`src/rtl/countdown_pkg.sv`:
```
`default_nettype none
// ============================================================================
// Module   : countdown_pkg
// Brief    : Shared state encoding and BCD constants for the countdown timer.
// Revision : 1.0
// ============================================================================
package countdown_pkg;

    localparam int c_bcd_w   = 4;
    localparam int c_bcd_max = 9;

    typedef enum logic [2:0] {
        ST_IDLE  = 3'd0,
        ST_ENTRY = 3'd1,
        ST_RUN   = 3'd2,
        ST_PAUSE = 3'd3,
        ST_DONE  = 3'd4
    } state_e;

endpackage
`default_nettype wire

```
`src/rtl/countdown_ctrl_if.sv`:
```
`default_nettype none
// ============================================================================
// Module   : countdown_ctrl_if
// Brief    : Keypad event inputs and BCD display outputs of the countdown timer.
// Revision : 1.0
// ============================================================================
interface countdown_ctrl_if
    import countdown_pkg::*;
#(
    parameter int DIGITS = 2
);
    logic                        key_start;
    logic                        key_confirm;
    logic                        key_clear;
    logic                        key_pause;
    logic                        key_num;
    logic [3:0]                  num;
    logic [c_bcd_w*DIGITS-1:0]   setting;
    logic [c_bcd_w*DIGITS-1:0]   remaining;
    logic                        display_en;
    logic                        running;
    logic                        expired;
    logic [2:0]                  state;

    modport master (
        output key_start, key_confirm, key_clear, key_pause, key_num, num,
        input  setting, remaining, display_en, running, expired, state
    );

    modport slave (
        input  key_start, key_confirm, key_clear, key_pause, key_num, num,
        output setting, remaining, display_en, running, expired, state
    );

endinterface
`default_nettype wire

```
`src/rtl/countdown_ctrl_bcd_down_counter.sv`:
```
`default_nettype none
// ============================================================================
// Module   : bcd_down_counter
// Brief    : Multi-digit BCD register with parallel load and borrow decrement.
// Revision : 1.0
// ============================================================================
module bcd_down_counter
    import countdown_pkg::*;
#(
    parameter int DIGITS = 2
) (
    input  logic                      clk,
    input  logic                      rst_n,
    input  logic                      load_i,
    input  logic [c_bcd_w*DIGITS-1:0] load_val_i,
    input  logic                      dec_i,
    output logic [c_bcd_w*DIGITS-1:0] count_o,
    output logic                      zero_next_o
);

    localparam int c_w = c_bcd_w * DIGITS;
    localparam logic [c_w-1:0] c_one = c_w'(1);

    logic [c_w-1:0] count_q;
    logic [c_w-1:0] count_d;
    logic [c_w-1:0] w_dec_val;

    genvar i;
    generate
        for (i = 0; i < DIGITS; i++) begin : g_digit
            logic [c_bcd_w-1:0] w_digit;
            logic               w_borrow_in;

            assign w_digit = count_q[i*c_bcd_w +: c_bcd_w];

            // A digit borrows exactly when every less significant digit is zero.
            if (i == 0) begin : g_lsd
                assign w_borrow_in = 1'b1;
            end else begin : g_upper
                assign w_borrow_in = (count_q[i*c_bcd_w-1:0] == '0);
            end

            assign w_dec_val[i*c_bcd_w +: c_bcd_w] =
                !w_borrow_in       ? w_digit :
                (w_digit == '0)    ? c_bcd_w'(c_bcd_max) :
                                     w_digit - 1'b1;
        end
    endgenerate

    always_comb begin
        count_d = count_q;
        if (load_i) begin
            count_d = load_val_i;
        end else if (dec_i) begin
            count_d = w_dec_val;
        end
    end

    always_ff @(posedge clk or negedge rst_n) begin
        if (!rst_n) begin
            count_q <= '0;
        end else begin
            count_q <= count_d;
        end
    end

    assign count_o     = count_q;
    assign zero_next_o = dec_i && (count_q == c_one);

endmodule
`default_nettype wire

```
`src/rtl/countdown_ctrl.sv`:
```
`default_nettype none
// ============================================================================
// Module   : countdown_ctrl
// Brief    : Keypad-driven BCD countdown timer with prescaler, pause and reload.
// Revision : 1.0
// ============================================================================
module countdown_ctrl
    import countdown_pkg::*;
#(
    parameter int DIGITS   = 2,
    parameter int TICK_DIV = 100_000_000,
    parameter int RELOAD   = 0
) (
    input  logic            clk,
    input  logic            rst_n,
    countdown_ctrl_if.slave bus_io
);

    localparam int c_w  = c_bcd_w * DIGITS;
    localparam int c_pw = (TICK_DIV > 2) ? $clog2(TICK_DIV) : 1;
    localparam logic [c_pw-1:0] c_presc_max = c_pw'(TICK_DIV - 1);

    state_e          state_q, state_d;
    logic [c_w-1:0]  setting_q, setting_d;
    logic [c_pw-1:0] presc_q, presc_d;
    logic            expired_q, expired_d;

    logic            w_cnt_load;
    logic [c_w-1:0]  w_cnt_load_val;
    logic            w_cnt_dec;
    logic            w_zero_next;
    logic [c_w-1:0]  w_remaining;
    logic            w_tick;

    logic            w_k_start, w_k_clear, w_k_confirm, w_k_pause, w_k_num;

    // Only the highest-priority key of a simultaneous group is allowed to act.
    assign w_k_start   = bus_io.key_start;
    assign w_k_clear   = bus_io.key_clear   && !w_k_start;
    assign w_k_confirm = bus_io.key_confirm && !w_k_start && !bus_io.key_clear;
    assign w_k_pause   = bus_io.key_pause   && !w_k_start && !bus_io.key_clear
                                            && !bus_io.key_confirm;
    assign w_k_num     = bus_io.key_num     && !w_k_start && !bus_io.key_clear
                                            && !bus_io.key_confirm && !bus_io.key_pause;

    assign w_tick = (state_q == ST_RUN) && (presc_q == c_presc_max);

    bcd_down_counter #(
        .DIGITS (DIGITS)
    ) u_remaining (
        .clk         (clk),
        .rst_n       (rst_n),
        .load_i      (w_cnt_load),
        .load_val_i  (w_cnt_load_val),
        .dec_i       (w_cnt_dec),
        .count_o     (w_remaining),
        .zero_next_o (w_zero_next)
    );

    always_ff @(posedge clk or negedge rst_n) begin
        if (!rst_n) begin
            state_q   <= ST_IDLE;
            setting_q <= '0;
            presc_q   <= '0;
            expired_q <= 1'b0;
        end else begin
            state_q   <= state_d;
            setting_q <= setting_d;
            presc_q   <= presc_d;
            expired_q <= expired_d;
        end
    end

    always_comb begin
        state_d        = state_q;
        setting_d      = setting_q;
        presc_d        = presc_q;
        expired_d      = 1'b0;
        w_cnt_load     = 1'b0;
        w_cnt_load_val = '0;
        w_cnt_dec      = 1'b0;

        if (w_k_start) begin
            state_d    = ST_ENTRY;
            setting_d  = '0;
            presc_d    = '0;
            w_cnt_load = 1'b1;
        end else begin
            case (state_q)
                ST_ENTRY: begin
                    if (w_k_clear) begin
                        setting_d = '0;
                    end else if (w_k_confirm && (setting_q != '0)) begin
                        w_cnt_load     = 1'b1;
                        w_cnt_load_val = setting_q;
                        presc_d        = '0;
                        state_d        = ST_RUN;
                    end else if (w_k_num && (bus_io.num <= 4'(c_bcd_max))) begin
                        setting_d = (setting_q << c_bcd_w) | c_w'(bus_io.num);
                    end
                end
                ST_RUN: begin
                    if (w_k_clear) begin
                        w_cnt_load = 1'b1;
                        state_d    = ST_ENTRY;
                    end else begin
                        if (w_tick) begin
                            presc_d   = '0;
                            w_cnt_dec = 1'b1;
                            if (w_zero_next) begin
                                expired_d = 1'b1;
                                if (RELOAD != 0) begin
                                    w_cnt_load     = 1'b1;
                                    w_cnt_load_val = setting_q;
                                end else begin
                                    state_d = ST_DONE;
                                end
                            end
                        end else begin
                            presc_d = presc_q + 1'b1;
                        end
                        // A pause coinciding with the tick lets the tick land first.
                        if (w_k_pause && (state_d == ST_RUN)) begin
                            state_d = ST_PAUSE;
                        end
                    end
                end
                ST_PAUSE: begin
                    if (w_k_clear) begin
                        w_cnt_load = 1'b1;
                        state_d    = ST_ENTRY;
                    end else if (w_k_confirm) begin
                        state_d = ST_RUN;
                    end
                end
                default: begin
                end
            endcase
        end
    end

    always_comb begin
        bus_io.state      = 3'(state_q);
        bus_io.setting    = setting_q;
        bus_io.remaining  = w_remaining;
        bus_io.expired    = expired_q;
        bus_io.display_en = (state_q != ST_IDLE);
        bus_io.running    = (state_q == ST_RUN);
    end

endmodule
`default_nettype wire

```
`src/flat_wrapper.sv`:
```
// flat-port wrapper written by rule: the top's interface ports become plain ports
module countdown_ctrl_flat import countdown_pkg::*;
#(
    parameter int DIGITS   = 2,
    parameter int TICK_DIV = 100_000_000,
    parameter int RELOAD   = 0
)
  (clk, rst_n, bus_io_key_start, bus_io_key_confirm, bus_io_key_clear, bus_io_key_pause, bus_io_key_num, bus_io_num, bus_io_setting, bus_io_remaining, bus_io_display_en, bus_io_running, bus_io_expired, bus_io_state);
  countdown_ctrl_if #(.DIGITS(DIGITS)) bus_io_i ();
  input  logic clk;
  input  logic rst_n;
  input wire logic [$bits(bus_io_i.key_start)-1:0] bus_io_key_start;
  input wire logic [$bits(bus_io_i.key_confirm)-1:0] bus_io_key_confirm;
  input wire logic [$bits(bus_io_i.key_clear)-1:0] bus_io_key_clear;
  input wire logic [$bits(bus_io_i.key_pause)-1:0] bus_io_key_pause;
  input wire logic [$bits(bus_io_i.key_num)-1:0] bus_io_key_num;
  input wire logic [$bits(bus_io_i.num)-1:0] bus_io_num;
  output wire logic [$bits(bus_io_i.setting)-1:0] bus_io_setting;
  output wire logic [$bits(bus_io_i.remaining)-1:0] bus_io_remaining;
  output wire logic [$bits(bus_io_i.display_en)-1:0] bus_io_display_en;
  output wire logic [$bits(bus_io_i.running)-1:0] bus_io_running;
  output wire logic [$bits(bus_io_i.expired)-1:0] bus_io_expired;
  output wire logic [$bits(bus_io_i.state)-1:0] bus_io_state;
  assign bus_io_i.key_start = bus_io_key_start;
  assign bus_io_i.key_confirm = bus_io_key_confirm;
  assign bus_io_i.key_clear = bus_io_key_clear;
  assign bus_io_i.key_pause = bus_io_key_pause;
  assign bus_io_i.key_num = bus_io_key_num;
  assign bus_io_i.num = bus_io_num;
  assign bus_io_setting = bus_io_i.setting;
  assign bus_io_remaining = bus_io_i.remaining;
  assign bus_io_display_en = bus_io_i.display_en;
  assign bus_io_running = bus_io_i.running;
  assign bus_io_expired = bus_io_i.expired;
  assign bus_io_state = bus_io_i.state;
  countdown_ctrl #(.DIGITS(DIGITS), .TICK_DIV(TICK_DIV), .RELOAD(RELOAD)) u_core (.clk(clk), .rst_n(rst_n), .bus_io(bus_io_i));
endmodule
```
`config.mk`:
```
export PLATFORM = sky130hd
export DESIGN_NAME = countdown_ctrl_flat
export DESIGN_NICKNAME = d
export VERILOG_FILES = /design/src/rtl/countdown_pkg.sv /design/src/rtl/countdown_ctrl_if.sv /design/src/rtl/countdown_ctrl_bcd_down_counter.sv /design/src/rtl/countdown_ctrl.sv /design/src/flat_wrapper.sv
export SDC_FILE = /design/constraint.sdc
export NUM_CORES = 1
export LEC_CHECK = 0
export CAP_MARGIN = 20
export CELL_PAD_IN_SITES_DETAIL_PLACEMENT = 1
export CELL_PAD_IN_SITES_GLOBAL_PLACEMENT = 2
export CORE_ASPECT_RATIO = 1.1
export CORE_MARGIN = 2
export CORE_UTILIZATION = 35
export DETAILED_ROUTE_END_ITERATION = 7
export PLACE_DENSITY = 0.8
export SKIP_LAST_GASP = 1
export SLEW_MARGIN = 30
export SYNTH_ARGS = -nofsm -noshare
export SYNTH_HDL_FRONTEND = slang
export SYNTH_HIERARCHICAL = 1
export SYNTH_SLANG_ARGS = --single-unit
```
`constraint.sdc`:
```
create_clock -name clk -period 2.9 [get_ports clk]
set_input_delay 0.58 -clock clk [delete_from_list [all_inputs] [get_ports clk]]
set_output_delay 0.58 -clock clk [all_outputs]
set_load 0.03 [all_outputs]
```
==> impl_metrics.csv <==
group,metric,value,unit
synth,synth_nets,325,
synth,yosysWarnings,6,
synth,synth.cell_area,0.00288,mm2
global_routing,grt_remaining_overflow,0,
job,cap_violations,0,
placed_design,place_congestion,0.860,
clock_network,htreeDepth,2,
global_routing,grt_first_pass_wirelength,14.0,mm
pwr,p_per_area,422,mW/mm2
synth,ys_types,61,
timing,clock-skew-final,0.0106,ns
timing,holdWs,0.219,ns
routing,initialDrtViolationCount,101,
synth,async_reset_ff_frac,1.00,
synth,synth_edf_count,0,
placed_design,placed_area,0.00333,mm2
setup_path,r2r-end,"u_core/u_remaining/count_o[5]",
floorplanning,chipHeight,99.2,um
final_layout,drive_gt1_frac,0.117,
synth,synth_top_area_cell,"dfrtp_1",
pwr,peakVddDrop,0.000212,V
clock_network,cts_sinks,47,
setup_path,r2r_start,"u_core/presc_q[12]",
synth,syn_area_per_cell,9.21,um2
final_layout,nets,360,
clock_network,cts_buffers,5,
placed_design,dp_hpwl,5.94,mm
routing,totalWireLength,8.17,mm
floorplanning,num_io_pins,33,
final_layout,multiInputGateArea,0.00157,mm2
final_layout,final_util,0.434,
pwr,power.total,1.46,mW
timing,slew_viol_final,0,
pwr,p_leak,1.37,nW
timing,fin_crit,2.60,ns
timing,setup_viol,0,
setup_path,critical_path_class,"register to register",
final_layout,fin_cells,457,
setup_path,crit_chain,"nor4_1, nand4_1, nor3_1, and2_1, nor3b_2, a21oi_1, a221o_1",
setup_path,end_kind,"register",
global_routing,grtUsageTotal,0.192,
clock_network,clk_latency,0.31,ns
final_layout,finish.instance_area,0.00345,mm2
timing,worstMarginPinSlew,0.658,ns
clock_network,root_buffer,"clkbuf_8",
setup_path,ff2ff_path_depth,7,
clock_network,cts_buffer_depth,2,
hold_path,min_path_type,"primary input to asynchronous set/reset pin",
routing,firstDrtPassIters,4,
setup_path,crit_cells,7,
routing,routedWlPerCell,17.9,um
timing,timing.final.ws_setup,0.297,ns
setup_path,critPathTopFamily,"simple AND/OR/NAND/NOR gates",
global_routing,grt_max_degree,31,
floorplanning,die_x,90.6,um
floorplanning,coreArea,0.00796,mm2
synth,synth-seq-cells,47,
final_layout,regArea,0.00118,mm2
placed_design,pre_cts_ws,0.105,ns
synth,synth.top_cell.area_share,0.408,
synth,synthFlopType,"dfrtp_1",
placed_design,port_buffers,32,
timing,slew_headroom,0.561,
routing,ant_nets,0,
timing,fmax,0.384,GHz
floorplanning,die_area,0.00898,mm2
final_layout,synthToLayoutAreaGrowth,19.6,%
setup_path,startpoint_type,"register",
timing,rsz0062_at_grt,"false",
outcome,status,"finished clean",
setup_path,cp-startpoint,"u_core/presc_q[12]",
synth,synth.top_cells.by_count,"47 x dfrtp_1, 27 x nand3_1, 25 x nand2_1",
timing,setup_tns,0,ns
setup_path,critPathCapture,"u_core/u_remaining/count_o[5]",
clock_network,clkTransAtPathRegs,0.10,ns
routing,viasPerCell,5.55,
synth,synth_cells,313,
floorplanning,row_count,34,
synth,ys_seq_area_frac,0.408,
final_layout,diodes,0,
clock_network,cts_resized,0,
setup_path,crit_fanout,7,
placed_design,dp_cells,449,
clock_network,post_cts_buffers,0,
setup_path,cp.required,3.09,ns
setup_path,arrival,2.80,ns
setup_path,cp_num_buf_inv,0,
timing,finalHoldViolations,0,
routing,drc,0,
global_routing,antenna_found_initial,0,
floorplanning,initial_utilization,0.363,
setup_path,slowest_stage,"dfrtp_1",
timing,fin_crit_sh,0.898,
clock_network,hold_buffers,0,
global_routing,grt_pass1_vias,2617,
synth,yosysMostFrequentCell,"dfrtp_1",
setup_path,rrSetupSlack,0.30,ns
synth,synth_area_leaders,"dfrtp_1 41%, nand3_1 4.7%, xnor2_1 3.6%",
routing,vias,2536,
final_layout,fillers,960,
clock_network,cts_tree,"built",
setup_path,critPathMaxStageDelay,0.48,ns
==> cell type report <==
class,instances,share of cell area
multi-input cells,237,0.454
flip-flops and latches,47,0.341
repair buffers,44,0.118
well taps,108,0.0392
clock buffers,6,0.0239
inverters,13,0.0141
clock inverters,2,0.0102
==> worst min-delay path by stage <==
stage,from,end,slack [ns],depth (start not counted)
after floorplan,rst_n,u_core/bus_io.expired,0.28,0
after global placement,u_core/presc_q[1],u_core/presc_q[1],0.51,2
after detailed placement,u_core/presc_q[16],u_core/presc_q[16],0.53,1
after CTS,rst_n,u_core/bus_io.expired,0.22,1
after global routing,rst_n,u_core/bus_io.expired,0.24,1
final,rst_n,u_core/bus_io.expired,0.22,1
==> metal layers <==
layer	global-route usage	share of wire	vias to the layer above
li1	-	-	1230
met3	0.0250	0.026	8
met5	0	0	-
met4	0.0473	0.010	0
met1	0.281	0.51	1262
met2	0.304	0.46	36
==> sequential cells by signal, summed over array words and instances, names as in the netlist <==
| register | cells |
|---|---|
| u_core/bus_io.expired | 1 |
| u_core/bus_io.state | 3 |
| u_core/u_remaining/count_o | 8 |
| u_core/presc_q | 27 |
| u_core/bus_io.setting | 8 |
==> logic make-up (layout without fill, tap and decap cells) <==
group | count (synthesis) | after routing | share of synthesized area
AO/OA/AOI/OAI | 80 | 80 | 0.201
multiplexers | 3 | 3 | 0.0108
buffers and inverters | 29 | 65 | 0.0490
adder cells (fa/ha/maj) | 1 | 1 | 0.00434
XOR/XNOR | 13 | 13 | 0.0395
flip-flops | 47 | 47 | 0.408
AND/OR/NAND/NOR | 140 | 140 | 0.288
==> report_power, final <==
part	total, mW	internal (mW)	switching, mW
Sequential	0.698	0.669	0.0287
Clock	0.513	0.279	0.234
Combinational	0.246	0.0978	0.148
Total	1.46	1.05	0.410
==> layout by cell type (no fill, tap or decap), types with 4 or more instances in the layout <==
cell             synthesis  layout
dfrtp_1                 47      47
clkbuf_8                 0       6
a211oi_1                 6       6
nand4_1                  8       8
a22oi_1                  4       4
o21ai_0                 17      17
buf_4                    5      12
nand2_1                 25      25
nor2b_1                  4       4
and3_1                   7       7
nand3_1                 27      27
or3_1                    4       4
clkdlybuf4s50_1          0      31
inv_1                   13      13
a21oi_1                 15      15
and2_1                  15      15
and4_1                   7       7
o21ai_1                  4       4
xnor2_1                 12      12
nor2_1                  21      21
No activity file was read; power rests on OpenSTA's default activity.
